--- src/rtl/spi_seq_pkg.sv ---
// spi_seq_pkg: shared widths, FSM encoding and init-table contents for spi_sequencer.
// SPI_SEQ_VERIFY_EN adds the readback-verify states to the encoding.
package spi_seq_pkg;
  localparam int unsigned DEF_ADDR_W = 7;
  localparam int unsigned DEF_DATA_W = 8;
  localparam int unsigned INIT_TABLE_N = 4;
  localparam logic [INIT_TABLE_N-1:0][7:0] INIT_ADDR = {8'h10, 8'h02, 8'h01, 8'h00};
  localparam logic [INIT_TABLE_N-1:0][7:0] INIT_DATA = {8'h05, 8'h3C, 8'h80, 8'h01};
  typedef enum logic [3:0] {
    S_DRAIN,
    S_INIT_ISSUE,
    S_INIT_WAIT,
`ifdef SPI_SEQ_VERIFY_EN
    S_VERIFY_ISSUE,
    S_VERIFY_WAIT,
`endif
    S_IDLE,
    S_ISSUE,
    S_WAIT,
    S_RESP
  } state_e;
endpackage

--- src/rtl/spi_init_rom.sv ---
// spi_init_rom: combinational init-table lookup; indices past the table read as zero.
module spi_init_rom
  import spi_seq_pkg::*;
#(
  parameter int unsigned ADDR_W = DEF_ADDR_W,
  parameter int unsigned DATA_W = DEF_DATA_W
) (
  input  logic [3:0]        idx_i,
  output logic [ADDR_W-1:0] addr_o,
  output logic [DATA_W-1:0] data_o
);
  logic hit;
  assign hit = idx_i[3:2] == 2'b00;
  always_comb begin
    addr_o = hit ? ADDR_W'(INIT_ADDR[idx_i[1:0]]) : '0;
    data_o = hit ? DATA_W'(INIT_DATA[idx_i[1:0]]) : '0;
  end
endmodule

--- src/rtl/spi_sequencer.sv ---
// spi_sequencer: replays the init table, then round-robins two requesters onto one SPI engine.
// Define SPI_SEQ_VERIFY_EN to read back each init write and flag mismatches on o_initError.
module spi_sequencer
  import spi_seq_pkg::*;
#(
  parameter int unsigned INIT_COUNT = 4,
  parameter int unsigned ADDR_W     = DEF_ADDR_W,
  parameter int unsigned DATA_W     = DEF_DATA_W
) (
  input  logic              i_clock,
  input  logic              i_reset,
  output logic              o_spiTxBegin,
  output logic [ADDR_W-1:0] o_spiTxAddress,
  output logic [DATA_W-1:0] o_spiTxData,
  input  logic              i_spiTxBusy,
  input  logic              i_spiTxDone,
  output logic              o_spiRxBegin,
  output logic [ADDR_W-1:0] o_spiRxAddress,
  input  logic [DATA_W-1:0] i_spiRxData,
  input  logic              i_spiRxBusy,
  input  logic              i_spiRxDone,
  input  logic              i_req0Valid,
  input  logic              i_req0Write,
  input  logic [ADDR_W-1:0] i_req0Address,
  input  logic [DATA_W-1:0] i_req0Data,
  output logic              o_req0Ready,
  output logic              o_rsp0Valid,
  output logic [DATA_W-1:0] o_rsp0Data,
  input  logic              i_req1Valid,
  input  logic              i_req1Write,
  input  logic [ADDR_W-1:0] i_req1Address,
  input  logic [DATA_W-1:0] i_req1Data,
  output logic              o_req1Ready,
  output logic              o_rsp1Valid,
  output logic [DATA_W-1:0] o_rsp1Data,
`ifdef SPI_SEQ_VERIFY_EN
  output logic              o_initError,
`endif
  output logic              o_initDone
);
  state_e            state_q;
  logic [3:0]        idx_q, rom_idx;
  logic [ADDR_W-1:0] rom_addr, addr_q;
  logic [DATA_W-1:0] rom_data, data_q, rdata_q;
  logic              write_q, gnt_q, last_q, done_q;
  logic              busy, any, pick, last_entry, init_step;
  spi_init_rom #(.ADDR_W(ADDR_W), .DATA_W(DATA_W)) u_rom (
    .idx_i (rom_idx),
    .addr_o(rom_addr),
    .data_o(rom_data)
  );
  assign busy       = i_spiTxBusy | i_spiRxBusy;
  assign any        = i_req0Valid | i_req1Valid;
  assign pick       = (i_req0Valid & i_req1Valid) ? ~last_q : ~i_req0Valid;
  assign rom_idx    = (state_q == S_DRAIN) ? idx_q : idx_q + 4'd1;
  assign last_entry = idx_q == 4'(INIT_COUNT - 1);
  assign o_req0Ready = state_q == S_IDLE && any && !pick;
  assign o_req1Ready = state_q == S_IDLE && any && pick;
  assign o_rsp0Valid = state_q == S_RESP && !gnt_q;
  assign o_rsp1Valid = state_q == S_RESP && gnt_q;
  assign o_rsp0Data  = o_rsp0Valid ? rdata_q : '0;
  assign o_rsp1Data  = o_rsp1Valid ? rdata_q : '0;
  assign o_spiTxAddress = addr_q;
  assign o_spiRxAddress = addr_q;
  assign o_spiTxData    = data_q;
  assign o_initDone     = done_q;
  assign o_spiTxBegin   = !busy && (state_q == S_INIT_ISSUE || (state_q == S_ISSUE && write_q));
`ifdef SPI_SEQ_VERIFY_EN
  logic err_q;
  assign o_initError  = err_q;
  assign o_spiRxBegin = !busy && (state_q == S_VERIFY_ISSUE || (state_q == S_ISSUE && !write_q));
  assign init_step    = state_q == S_VERIFY_WAIT && i_spiRxDone;
`else
  assign o_spiRxBegin = !busy && state_q == S_ISSUE && !write_q;
  assign init_step    = state_q == S_INIT_WAIT && i_spiTxDone;
`endif
  always_ff @(posedge i_clock) begin
    if (i_reset) begin
      state_q <= S_DRAIN;
      idx_q   <= '0;
      addr_q  <= '0;
      data_q  <= '0;
      rdata_q <= '0;
      write_q <= 1'b0;
      gnt_q   <= 1'b0;
      last_q  <= 1'b1;
      done_q  <= 1'b0;
`ifdef SPI_SEQ_VERIFY_EN
      err_q   <= 1'b0;
`endif
    end else begin
      case (state_q)
        S_DRAIN: if (!busy) begin
          addr_q  <= rom_addr;
          data_q  <= rom_data;
          state_q <= S_INIT_ISSUE;
        end
        S_INIT_ISSUE: if (!busy) state_q <= S_INIT_WAIT;
`ifdef SPI_SEQ_VERIFY_EN
        S_INIT_WAIT: if (i_spiTxDone) state_q <= S_VERIFY_ISSUE;
        S_VERIFY_ISSUE: if (!busy) state_q <= S_VERIFY_WAIT;
        S_VERIFY_WAIT: if (i_spiRxDone && i_spiRxData != data_q) err_q <= 1'b1;
`endif
        S_IDLE: if (any) begin
          gnt_q   <= pick;
          last_q  <= pick;
          write_q <= pick ? i_req1Write : i_req0Write;
          addr_q  <= pick ? i_req1Address : i_req0Address;
          data_q  <= pick ? i_req1Data : i_req0Data;
          state_q <= S_ISSUE;
        end
        S_ISSUE: if (!busy) state_q <= S_WAIT;
        S_WAIT: if (write_q ? i_spiTxDone : i_spiRxDone) begin
          rdata_q <= write_q ? '0 : i_spiRxData;
          state_q <= S_RESP;
        end
        S_RESP: state_q <= S_IDLE;
        default: ;
      endcase
      // Completion of an init entry (write, or its readback) advances or finishes the table.
      if (init_step) begin
        if (last_entry) begin
          done_q  <= 1'b1;
          state_q <= S_IDLE;
        end else begin
          idx_q   <= idx_q + 4'd1;
          addr_q  <= rom_addr;
          data_q  <= rom_data;
          state_q <= S_INIT_ISSUE;
        end
      end
    end
  end
endmodule
--- config.mk ---
export PLATFORM = sky130hd
export DESIGN_NAME = spi_sequencer
export DESIGN_NICKNAME = d
export VERILOG_FILES = /design/src/rtl/spi_seq_pkg.sv /design/src/rtl/spi_init_rom.sv /design/src/rtl/spi_sequencer.sv
export SDC_FILE = /design/constraint.sdc
export NUM_CORES = 1
export LEC_CHECK = 0
export ABC_CLOCK_PERIOD_IN_PS = 3300
export CORE_UTILIZATION = 46
export DETAILED_ROUTE_END_ITERATION = 10
export GPL_TIMING_DRIVEN = 1
export PLACE_DENSITY = 0.87
export SLEW_MARGIN = 20
export SYNTH_ARGS = -nofsm -noshare
export SYNTH_HDL_FRONTEND = slang
export SYNTH_SLANG_ARGS = --single-unit
--- constraint.sdc ---
create_clock -name i_clock -period 3.3 [get_ports i_clock]
set_input_delay 0.33 -clock i_clock [delete_from_list [all_inputs] [get_ports i_clock]]
set_output_delay 0.33 -clock i_clock [all_outputs]
set_load 0.05 [all_outputs]
==> results of run 1 <==
## metal layers
| layer | share of wire, % | GRT usage (%) | vias to the layer above |
|---|---|---|---|
| li1 | - | - | 1067 |
| met1 | 44 | 31.17 | 983 |
| met2 | 48 | 39.85 | 75 |
| met3 | 6.1 | 5.523 | 12 |
| met4 | 1.5 | 8.667 | 0 |
| met5 | 0 | 0 | - |
## per-stage QoR
stage / std cells / hold slack [ps]
2_1_floorplan: 259 / 435.7
3_3_place_gp: 382 / 442.5
3_5_place_dp: 382 / 446.0
4_1_cts: 390 / 455.8
5_1_grt: 390 / 467.4
6_report: 390 / 446.5
## logic make-up after synthesis
kind of cell / Yosys count
adder cells (fa/ha/maj): 2
multiplexers: 12
XOR/XNOR: 6
AO/OA/AOI/OAI: 66
buffers and inverters: 32
flip-flops: 34
AND/OR/NAND/NOR: 107
## flip-flops by register name, summed over array words and instances (netlist names)
register,flops
last_q,1
o_spiTxData,8
gnt_q,1
write_q,1
o_spiRxAddress,7
state_q,3
rdata_q,8
idx_q,4
o_initDone,1
## final cells by class
type,count,area (um^2)
fillers,377,1305
clock buffers,7,76.32
flip-flops and latches,34,680.7
clock inverters,1,30.03
repair buffers,96,950.9
inverters,7,26.28
multi-input cells,193,1250
well taps,52,65.06
## tightest hold or removal path, cell delays in order, from the launching register on
cell     delay (ps)
dfxtp_1         310
inv_1            50
a21oi_1          50
## how the worst min path moves through the flow
stage / slack, ps / from / depth (start not counted) / endpoint
6_report: 450 / o_initDone$_SDFFE_PP0P_ / 2 / o_initDone$_SDFFE_PP0P_
4_1_cts: 460 / o_initDone$_SDFFE_PP0P_ / 2 / o_initDone$_SDFFE_PP0P_
3_3_place_gp: 440 / o_initDone$_SDFFE_PP0P_ / 2 / o_initDone$_SDFFE_PP0P_
3_5_place_dp: 450 / o_initDone$_SDFFE_PP0P_ / 2 / o_initDone$_SDFFE_PP0P_
5_1_grt: 470 / o_initDone$_SDFFE_PP0P_ / 2 / o_initDone$_SDFFE_PP0P_
2_1_floorplan: 440 / rdata_q[0]$_SDFFE_PP0P_ / 2 / rdata_q[0]$_SDFFE_PP0P_
## power breakdown
part	switching (uW)	total (uW)	internal, uW
sequential	8.30	424	416
combinational	74.9	165	89.7
clock	149	375	226
total	232	964	731
## layout by cell type, fill, tap and decap left out, drive strengths merged, types with 3 or more instances in the layout
| cell | count |
|---|---|
| nand2 | 25 |
| mux2 | 11 |
| nor2 | 31 |
| o221a | 3 |
| o21ai | 12 |
| dfxtp | 34 |
| o31ai | 3 |
| clkdlybuf4s50 | 92 |
| nand3b | 9 |
| o22a | 3 |
| inv | 7 |
| buf | 4 |
| nor3 | 8 |
| a21oi | 18 |
| clkbuf | 7 |
| a22oi | 10 |
| xor2 | 3 |
| xnor2 | 3 |
| and2 | 18 |
==> results.yml, run 1 <==
timing:
  fin_ws_ps: 251.1
  tightestPinTransition_ps: 762.9
  slew_violations: 0
  fin_crit_ps: 3049
  rsz0062_at_grt: "no"
  fin_crit_sh_pct: 92.39
  finalClockSkew_ps: 9.651
  finalHoldViolCount: 0
  setup_violations: 0
  slew_headroom_pct: 48.95
  clock.fmax_ghz: 0.3280
  setup_tns_ps: 0
routing:
  dr.pass1.iters: 4
  routed-via-count: 2137
  wirelength_um: 5742
  drc: 0
  wl_per_cell_um: 14.72
  first_iter_violations: 126
  vias_per_cell: 5.479
  ant_nets: 0
critical_path:
  rr_startpoint: "state_q[1]$_SDFFE_PP0P_"
  path_max_fanout: 12
  r2r_slack_ps: 1170
  cp_data_required_time_ps: 2970
  cpMaxStageDelayCell: "clkdlybuf4s50_1"
  crit_end: "o_rsp0Data[0]"
  crit_cells: 4
  path_cells: "inv_1, nor4_2, and2_1, clkdlybuf4s50_1"
  criticalPathCategory: "reg2out"
  critPathCaptureType: "primary output"
  path_buf_inv: 2
  cpLargestDelayFamily: "buffers and inverters"
  crit_start: "state_q[2]$_SDFFE_PP0P_"
  worst_r2r_path_depth: 6
  r2r_end: "o_spiTxData[4]$_SDFF_PP0_"
  cp_data_arrival_time_ps: 2720
  slowest_delay_ps: 800
  cp-start-kind: "register"
layout:
  area_growth_syn_to_layout_pct: 45.62
  final_core_util_pct: 70.23
  fin_area_um2: 3079
  nNetsFinal: 387
  antenna_cells: 0
  drive_gt1_share_pct: 9.763
synthesis:
  syn-cell-area_um2: 2115
  yosysMostFrequentCell: "dfxtp_1"
  synthTopCellsByArea: "dfxtp_1, mux2_2, and2_1, nor2_1, nand2_1"
  synth_compound_area_share_pct: 21.54
  synth-seq-cells: 34
  yosysTopAreaCell: "dfxtp_1"
  async_reset_ff_share_pct: 0
  ys_seq_area_share_pct: 32.19
  postSynthCellCount: 259
  postSynthAreaPerCell_um2: 8.164
  yosys.area_share.simple_pct: 27.57
  yosysUniqueCellTypes: 51
  ys.flop_type: "dfxtp_1"
  post-synth-top-area-fraction_pct: 32.19
  yosys.area_share.adder_pct: 1.183
  synthTopCellsByCount: "dfxtp_1, nor2_1, nand2_1"
  syn_nets: 309
  synth_mux_area_share_pct: 6.331
  synth_edf_count: 0
  synth_xor_area_share_pct: 2.485
  synth_top_family_by_area: "simple AND/OR/NAND/NOR gates"
  yosys_warnings: 0
global_route:
  grt_max_degree: 15
  grt_pass1_wl_um: 9549
  antenna_found_initial: 0
  grt_overflow: 0
  first_global_vias: 2025
  gr-usage-all-layers_pct: 24.30
pwr:
  ir_drop_uv: 189.4
  leakage_uw: 0.001075
  power_density_nw_per_um2: 312.9
  p_total_uw: 963.6
placed_design:
  place_area_um2: 2973
  hpwl_um: 4308
  place_congestion: 0.9248
  port_buffers: 92
  place_ws_ps: 530.3
outcome:
  status: "complete, no violations"
clock_tree:
  clk_path_buf_depth: 2
  cts_buffers: 5
  cts_tree: "done"
  postCtsHoldBufs: 0
  clk_pin_slew_ps: 70
  cts-htree-levels: 2
  clock_latency_ps: 290
  cts_resized: 0
  cts_sinks: 34
  root_buffer: "clkbuf_8"
  cts_setup_buffers: 0
floorplan:
  fp.coreArea_um2: 4384
  ioPinCount: 93
  die_h_um: 69.80
  dieArea_um2: 4872
  start_util_pct: 48.23
  die_w_um: 69.80
  row_count: 24
hold_path:
  hp-class: "reg2reg"
run:
  cap_violations: 0
Power figures use the tool's default switching activity.
==> inputs of run 2 (changes only) <==
--- a/config.mk
+++ b/config.mk
@@ -13,4 +13,5 @@
 export SLEW_MARGIN = 20
 export SYNTH_ARGS = -nofsm -noshare
 export SYNTH_HDL_FRONTEND = slang
+export SYNTH_HIERARCHICAL = 1
 export SYNTH_SLANG_ARGS = --single-unit
==> run 2 against run 1 <==
  * Final area down 1.1%
  * Non-clock buffer count down 1
  * First-iteration DRC count up 27%
  * Synthesized area about the same
  * Count of clock-buffer cells in the layout up 1
  * Sequential power up 7.8%
  * Core utilization down 0.77 points
  * Flip-flop and latch count unchanged
  * Combinational power up 86%
  * Synthesized cell count down 0.39%
  * Clock power down 4%
  * Critical path depth up 1
  * Critical path type unchanged
==> results.yml, run 2 <==
clock_tree:
  cts_tree: "done"
  cts_setup_buffers: 0
  root_buffer: "clkbuf_8"
  cts_sinks: 34
  postCtsHoldBufs: 0
  cts_buffers: 5
  cts-htree-levels: 2
  clk_pin_slew_ps: 70
  cts_resized: 0
  clk_path_buf_depth: 2
  clock_latency_ps: 290
critical_path:
  rr_startpoint: "state_q[2]$_SDFFE_PP0P_"
  cp_data_arrival_time_ps: 2710
  criticalPathCategory: "reg2out"
  path_cells: "nor2b_1, nand2_1, nor2_1, and2_1, clkdlybuf4s50_1"
  cp-start-kind: "register"
  critPathCaptureType: "primary output"
  cpMaxStageDelayCell: "clkdlybuf4s50_1"
  cpLargestDelayFamily: "simple AND/OR/NAND/NOR gates"
  slowest_delay_ps: 790
  path_max_fanout: 14
  crit_start: "state_q[1]$_SDFFE_PP0P_"
  path_buf_inv: 1
  cp_data_required_time_ps: 2970
layout:
  final.fill_count: 380
  nNetsFinal: 387
  area_growth_syn_to_layout_pct: 44.11
  layout.cells.most_common_list: "clkdlybuf4s50_1, nand2_1, dfxtp_1"
  final_core_util_pct: 69.46
  ff_latch_area_um2: 680.7
  stdcell_count: 388
  drive_gt1_share_pct: 10.42
  multi_input_area_um2: 1230
  antenna_cells: 0
  final_common_cell: "clkdlybuf4s50_1"
synthesis:
  synth_xor_area_share_pct: 2.072
  async_reset_ff_share_pct: 0
  yosys.area_share.adder_pct: 2.368
  yosys_warnings: 6
  yosysTopAreaCell: "dfxtp_1"
  yosysUniqueCellTypes: 43
  yosys.area_share.simple_pct: 26.58
  synth_compound_area_share_pct: 16.70
  synth-seq-cells: 34
  post-synth-top-area-fraction_pct: 32.21
  syn-cell-area_um2: 2113
  synth_top_family_by_area: "simple AND/OR/NAND/NOR gates"
  synthTopCellsByCount: "nand2_1, dfxtp_1, buf_4"
  postSynthCellCount: 258
  yosysMostFrequentCell: "nand2_1"
  synth_edf_count: 0
  synth_mux_area_share_pct: 9.414
  ys.flop_type: "dfxtp_1"
  ys_seq_area_share_pct: 32.21
  synthTopCellsByArea: "dfxtp_1, mux2_2, nand2_1, buf_4, a22oi_1"
  postSynthAreaPerCell_um2: 8.191
global_route:
  grt_overflow: 0
  grt_pass1_wl_um: 8866
  first_global_vias: 1918
  gr-usage-all-layers_pct: 22.60
  antenna_found_initial: 0
  grt_max_degree: 20
routing:
  first_iter_violations: 160
  wirelength_um: 5299
  wl_per_cell_um: 13.66
  dr.pass1.iters: 5
  vias_per_cell: 5.281
  drc: 0
  ant_nets: 0
  routed-via-count: 2049
outcome:
  status: "complete, no violations"
timing:
  clock.fmax_ghz: 0.3291
  setup_violations: 0
  finalHoldViolCount: 0
  slew_headroom_pct: 42.00
  setup_tns_ps: 0
  slew_violations: 0
  rsz0062_at_grt: "no"
  finalClockSkew_ps: 5.264
  tightestPinTransition_ps: 863.3
  fin_crit_sh_pct: 92.07
  fin_crit_ps: 3038
floorplan:
  start_util_pct: 48.20
  dieArea_um2: 4869
  die_h_um: 69.78
  die_w_um: 69.78
  ioPinCount: 93
  row_count: 24
  fp.coreArea_um2: 4384
pwr:
  leakage_uw: 0.001087
  p_total_uw: 1125
  power_density_nw_per_um2: 369.4
  ir_drop_uv: 225.5
run:
  cap_violations: 0
hold_path:
  hold_start: "rdata_q[1]$_SDFFE_PP0P_"
  hp-class: "reg2reg"
placed_design:
  place_congestion: 0.7909
  hpwl_um: 3874
  placed_cells: 380
  port_buffers: 92
==> run 2: changes by cell type after synthesis, moves of 5 or more <==
cell,before,now
nand2_1,25,40
nor3b_1,1,7
o21ai_1,6,1
buf_4,9,18
nor2_1,30,12
o21ai_0,6,17
==> run 2: final timing paths <==
check / to / slack [ps] / cells after the start
hold / removal: rdata_q[1]$_SDFFE_PP0P_ / 460 / 2
setup reg to reg: o_spiRxAddress[0]$_SDFF_PP0_ / 1010 / 9
hold reg to reg: rdata_q[1]$_SDFFE_PP0P_ / 460 / 2
setup / recovery: o_rsp0Data[5] / 260 / 5
==> run 2: cells by family (layout without fill, tap and decap cells) <==
family                     after synthesis  count (layout)
xor gates and xnor gates                 5               5
DFF                                     34              34
muxes                                   18              18
and+or+nand+nor                        105             105
other                                    1               6
AOI/OAI and AO/OA                       56              56
buffers and inverters                   35             108
adders and majority gates                4               4
==> run 2: final cells by class <==
class	instances	share of cell area (%)
Sequential cell	34	22.35
Tap cell	52	2.136
Timing Repair Buffer	95	30.90
Inverter	5	0.6163
Clock buffer	8	3.615
Multi-Input combinational cell	194	40.39
==> run 2: worst register-to-register path: stages, from the launching register on <==
cell and delay [ps]:
dfxtp_1 470, or3_1 500, nand2_1 100, nand2_1 100
inv_1 70, ha_1 120, nor3b_1 340, mux2i_1 140
o221a_2 260, a21oi_1 130
==> run 2: per-layer routing <==
metal | routed length [um] | global-route usage [%] | up-vias
li1 | - | - | 1028
met4 | 78 | 7.333 | 0
met5 | 0 | 0 | -
met1 | 2236 | 27.16 | 931
met3 | 405 | 5.669 | 7
met2 | 2579 | 39.21 | 83
==> run 2: power by group <==
part / internal (uW) / switching (uW)
sequential: 430 / 26.9
combinational: 143 / 165
clock: 211 / 150
==> run 2: through the flow <==
stage               instance area [um^2]  hold slack, ps  worst slack, ps
floorplan                           2132           435.7            583.3
global placement                    2935           446.0            692.8
detailed placement                  2935           449.8            587.5
CTS                                 3045           458.8            245.6
global route                        3045           477.7            24.55
finish                              3045           457.9            261.8
